<file path="src/rtl/z80_int_io_responder.sv">
`default_nettype none
// ============================================================================
// Module  : z80_int_io_responder
// Brief   : Interrupt collector and IM2 vector responder with four IO-mapped
//           control registers (PEND, MASK, VEC, STAT).
// Rev     : 1.0 - initial release
// ============================================================================
module z80_int_io_responder #(
    parameter logic [7:0] BASE_PORT = 8'hF0,
    parameter int         EDGE_MODE = 1
) (
    input  logic       clk,
    input  logic       n_reset,
    input  logic [7:0] io_addr,
    input  logic [7:0] io_din,
    output logic [7:0] io_dout,
    output logic       io_dout_en,
    input  logic       n_m1,
    input  logic       n_iorq,
    input  logic       n_rd,
    input  logic       n_wr,
    input  logic [3:0] irq_src,
    input  logic       nmi_src,
    output logic       int_request_int,
    output logic       int_request_nmi
);

    localparam logic [1:0] S_IDLE = 2'd0;
    localparam logic [1:0] S_REQ  = 2'd1;
    localparam logic [1:0] S_ACK  = 2'd2;

    logic [4:0] r_sync1, r_sync2, r_sync3;
    logic [3:0] r_pend;
    logic [7:0] r_mask;
    logic [4:0] r_vec;
    logic [1:0] r_last_src;
    logic [1:0] r_state;
    logic       r_wr_d;
    logic [7:0] r_dout;
    logic       r_dout_en;
    logic       r_int;
    logic       r_nmi;

    logic [4:0] w_hit;
    logic       w_io_sel, w_rd, w_wr_strobe, w_wr_commit, w_ack;
    logic [3:0] w_active, w_clr_wr, w_clr_ack;
    logic [1:0] w_k;
    logic [7:0] w_rdata, w_stat;

    // NMI is always edge-detected so that it yields a single pulse per rise
    assign w_hit[4] = r_sync2[4] & ~r_sync3[4];

    generate
        if (EDGE_MODE != 0) begin : g_edge
            assign w_hit[3:0] = r_sync2[3:0] & ~r_sync3[3:0];
        end else begin : g_level
            assign w_hit[3:0] = r_sync2[3:0];
        end
    endgenerate

    assign w_io_sel    = ~n_iorq & n_m1 & (io_addr[7:2] == BASE_PORT[7:2]);
    assign w_rd        = w_io_sel & ~n_rd;
    assign w_wr_strobe = w_io_sel & ~n_wr;
    assign w_wr_commit = w_wr_strobe & ~r_wr_d;
    assign w_ack       = ~n_m1 & ~n_iorq;
    assign w_active    = r_pend & r_mask[3:0];
    assign w_stat      = {(r_state != S_IDLE), 5'b0, r_last_src};

    always_comb begin
        w_k = 2'd0;
        for (int i = 3; i >= 0; i--) begin
            if (w_active[i]) w_k = 2'(i);
        end
    end

    always_comb begin
        case (io_addr[1:0])
            2'd0:    w_rdata = {4'b0, r_pend};
            2'd1:    w_rdata = r_mask;
            2'd2:    w_rdata = {r_vec, 3'b0};
            default: w_rdata = w_stat;
        endcase
    end

    assign w_clr_wr  = (w_wr_commit && io_addr[1:0] == 2'd0) ? io_din[3:0] : 4'b0;
    assign w_clr_ack = (r_state == S_REQ && w_ack && w_active != 4'b0) ? (4'b0001 << w_k) : 4'b0;

    always_ff @(posedge clk) begin
        if (!n_reset) begin
            r_sync1    <= 5'b0;
            r_sync2    <= 5'b0;
            r_sync3    <= 5'b0;
            r_pend     <= 4'b0;
            r_mask     <= 8'h00;
            r_vec      <= 5'b0;
            r_last_src <= 2'd0;
            r_state    <= S_IDLE;
            r_wr_d     <= 1'b0;
            r_dout     <= 8'h00;
            r_dout_en  <= 1'b0;
            r_int      <= 1'b0;
            r_nmi      <= 1'b0;
        end else begin
            r_sync1 <= {nmi_src, irq_src};
            r_sync2 <= r_sync1;
            r_sync3 <= r_sync2;
            r_wr_d  <= w_wr_strobe;
            // OR-ing the new hits last makes a same-cycle set win over any clear
            r_pend  <= (r_pend & ~w_clr_wr & ~w_clr_ack) | w_hit[3:0];
            r_nmi   <= w_hit[4];

            if (w_wr_commit) begin
                case (io_addr[1:0])
                    2'd1:    r_mask <= io_din;
                    2'd2:    r_vec  <= io_din[7:3];
                    default: ;
                endcase
            end

            case (r_state)
                S_IDLE: begin
                    if (w_ack) begin
                        r_dout    <= 8'hFF;
                        r_dout_en <= 1'b1;
                        r_int     <= 1'b0;
                        r_state   <= S_ACK;
                    end else begin
                        r_dout    <= w_rd ? w_rdata : 8'h00;
                        r_dout_en <= w_rd;
                        if (w_active != 4'b0) begin
                            r_int   <= 1'b1;
                            r_state <= S_REQ;
                        end
                    end
                end
                S_REQ: begin
                    if (w_ack) begin
                        r_int     <= 1'b0;
                        r_dout_en <= 1'b1;
                        r_state   <= S_ACK;
                        if (w_active != 4'b0) begin
                            r_last_src <= w_k;
                            r_dout     <= {r_vec, w_k, 1'b0};
                        end else begin
                            r_dout <= 8'hFF;
                        end
                    end else begin
                        r_dout    <= w_rd ? w_rdata : 8'h00;
                        r_dout_en <= w_rd;
                        if (w_active == 4'b0) begin
                            r_int   <= 1'b0;
                            r_state <= S_IDLE;
                        end
                    end
                end
                S_ACK: begin
                    if (n_iorq) begin
                        r_dout    <= 8'h00;
                        r_dout_en <= 1'b0;
                        r_state   <= S_IDLE;
                    end
                end
                default: begin
                    r_dout    <= 8'h00;
                    r_dout_en <= 1'b0;
                    r_int     <= 1'b0;
                    r_state   <= S_IDLE;
                end
            endcase
        end
    end

    assign io_dout         = r_dout;
    assign io_dout_en      = r_dout_en;
    assign int_request_int = r_int;
    assign int_request_nmi = r_nmi;

endmodule
`default_nettype wire

</file>
<file path="config.mk">
export PLATFORM = sky130hd
export DESIGN_NAME = z80_int_io_responder
export DESIGN_NICKNAME = d
export VERILOG_FILES = /design/src/rtl/z80_int_io_responder.sv
export SDC_FILE = /design/constraint.sdc
export NUM_CORES = 1
export LEC_CHECK = 0
export BUFFER_PORTS_ARGS = -buffer_cell sky130_fd_sc_hd__buf_2
export CORE_MARGIN = 5
export CORE_UTILIZATION = 45
export CTS_CLUSTER_SIZE = 30
export DETAILED_ROUTE_END_ITERATION = 6
export MAX_ROUTING_LAYER = met4
export PLACE_DENSITY = 0.67
export SLEW_MARGIN = 10
export SYNTH_ARGS = -nofsm -noshare
export SYNTH_HDL_FRONTEND = slang
export SYNTH_SLANG_ARGS = --single-unit
</file>
<file path="constraint.sdc">
create_clock -name clk -period 2.1 [get_ports clk]
set_input_delay 0 -clock clk [delete_from_list [all_inputs] [get_ports clk]]
set_output_delay 0 -clock clk [all_outputs]
set_load 0.02 [all_outputs]
</file>
==> flow_summary.yaml <==
layout:
  nets: 290
  multiInputGateArea_sq_um: 1018
  final_cell_mix: "dfxtp_1, buf_2, nor2_1"
  layout-drive-gt1-share: 0.2273
  diodes: 0
  area_growth_pct: 21.98
  register_area_sq_um: 960.9
  nFillCells: 413
  layout_commonest_cell: "dfxtp_1"
yosys:
  synth_area_sq_um: 2061
  avgSynthCellArea_sq_um: 9.766
  synthesis.nets: 238
  ys_seq_area_frac: 0.4663
  async_reset_ff_frac: 0
  ys_dominant_reg_cell: "dfxtp_1"
  synth_edf_count: 0
  yosysWarnings: 0
  syn_inst: 211
  synth_cell_types: 50
  ys_ff_latch: 48
sta:
  worstMarginPinSlew_ns: 0.6617
  fin_skew_ns: 0.005650
  setup_viol: 0
  slew_headroom: 0.5584
  max_freq_ghz: 0.6291
  fin_tns_setup_ns: 0
  hold_viol_final: 0
  drv_slew: 0
  hold_slack_ns: 0.06124
  finalCriticalPeriod_ns: 1.590
  rsz0062_at_grt: "false"
  min_period_over_period: 0.7569
route:
  ant_nets: 0
  dr.pass1.iters: 4
  drc: 0
  via_per_inst: 5.142
  drt-initial-drc-count: 141
  totalWireLength_um: 4363
  wire_per_inst_um: 13.81
  vias: 1625
global_routing:
  grt_busiest_layer: "met2"
  grt_start_max_net_pins: 27
  grt_pass1_vias: 1599
  use_met3: 0.03935
  grtUsageMet2: 0.2412
  antenna_found_initial: 0
  grt_use_total: 0.1614
  grt_pass1_wl_um: 7748
  grt_use_met1: 0.2196
  globalRouteOverflowTotal: 0
status:
  status: "finished clean"
clock_tree:
  cts_buffer_depth: 2
  cts_root_buf: "clkbuf_8"
  numClockSinks: 48
  clk_latency_ns: 0.30
  clk_pin_slew_worst_paths_ns: 0.09
  postCtsHoldBufs: 14
  post_cts_buffers: 0
  htree_levels: 2
  cts_tree: "built"
  cts_resized: 0
  cts_buffers: 5
die:
  num_rows: 24
  dieArea_sq_um: 6033
  die_w_um: 77.67
  core_sq_um: 4384
  fp.dieH_um: 77.67
  start_util: 0.4700
  io-pin-count: 38
setup_path:
  critPathMaxFanout: 5
  start_kind: "input port"
  worst-setup-path-type: "input port to register"
  worstPathArrival_ns: 1.76
  crit_path_end_kind: "register"
  cp.required_ns: 2.27
power_and_ir_drop:
  cellPowerDensity_nw_per_um2: 661.4
  power_leakage_nw: 0.9968
  ir_worst_vdd_mv: 0.6086
place:
  io_buffers: 37
  place_congestion: 0.8624
  hpwl_um: 3174
hold_path:
  hp-class: "input port to register"
job:
  max_cap_viol_count: 0
cells by family after synthesis:
logic type | Yosys count | share of synthesized area
compound gates | 44 | 0.1561
buf+inv | 14 | 0.03947
flops | 48 | 0.4663
mux | 17 | 0.08257
simple gates | 88 | 0.2556
area by class of cell:
cell class / count / area share
Clock buffer: 5 / 0.02738
Clock inverter: 3 / 0.01045
Inverter: 3 / 0.004480
Multi-Input combinational cell: 149 / 0.4052
Sequential cell: 48 / 0.3823
Timing Repair Buffer: 56 / 0.1444
Tap cell: 52 / 0.02588
final timing paths:
check	slack (ns)	cells past startpoint	from	to
hold reg to reg	0.39	1	r_sync3[4]	int_request_nmi
hold / removal	0.06	3	io_addr[6]	r_wr_d
setup reg to reg	0.55	4	r_state[1]	r_pend[3]
setup / recovery	0.51	6	n_wr	r_vec[3]
routing by layer:
metal / wire [um] / up-vias / share of wire
met3: 215 / 5 / 0.049
li1: - / 858 / -
met2: 2002 / 34 / 0.46
met4: 30 / 0 / 0.0069
met1: 2114 / 728 / 0.48
met5: 0 / - / 0
sequential cells by signal (all words and copies together) (netlist names), 4 cells and up:
register	cells
io_dout	8
r_mask	8
r_sync1	5
r_sync2	5
r_sync3	5
r_vec	5
r_pend	4
critical path, stage by stage:
cell and delay [ns]:
dlygate4sd3_1 0.54, buf_2 0.13, or2_2 0.34, nor4_4 0.43, mux2i_1 0.25, nor2_1 0.06
per-stage QoR:
stage | utilization | setup slack, ns | std cells | power [W] | area, sq um
2_1_floorplan | - | 0.6064 | 211 | 0.001049 | 2061
3_3_place_gp | 0.5197 | 0.5968 | 294 | 0.001095 | 2278
3_5_place_dp | 0.5197 | 0.5731 | 294 | 0.001097 | 2278
4_1_cts | 0.5733 | 0.5381 | 316 | 0.001692 | 2514
5_1_grt | 0.5733 | 0.3956 | 316 | 0.001755 | 2514
6_report | 0.5733 | 0.5105 | 316 | 0.001663 | 2514
report_power, final:
group          internal [W]  switching [W]  total, W
sequential         0.000932      0.0000121  0.000944
combinational     0.0000735      0.0000784  0.000152
clock              0.000245       0.000322  0.000567
total               0.00125       0.000412   0.00166
Yosys cell counts, types with 2 or more instances:
library cell / number / area share
nor2b_1: 6 / 0.018
o21ai_0: 8 / 0.019
buf_2: 2 / 0.0049
a22oi_1: 3 / 0.011
nand3_1: 5 / 0.012
nor2_1: 21 / 0.038
and2_1: 16 / 0.049
a22o_1: 3 / 0.013
nor4b_2: 2 / 0.015
inv_1: 3 / 0.0055
o211ai_1: 2 / 0.0073
mux2i_1: 17 / 0.083
a221o_1: 3 / 0.015
nand4_1: 3 / 0.0091
clkbuf_1: 5 / 0.0091
nand2_1: 20 / 0.036
dfxtp_1: 48 / 0.47
nor3_1: 2 / 0.0049
buf_6: 3 / 0.016
a41o_1: 2 / 0.0097
a21oi_1: 8 / 0.019
No activity file was read; power rests on OpenSTA's default activity.
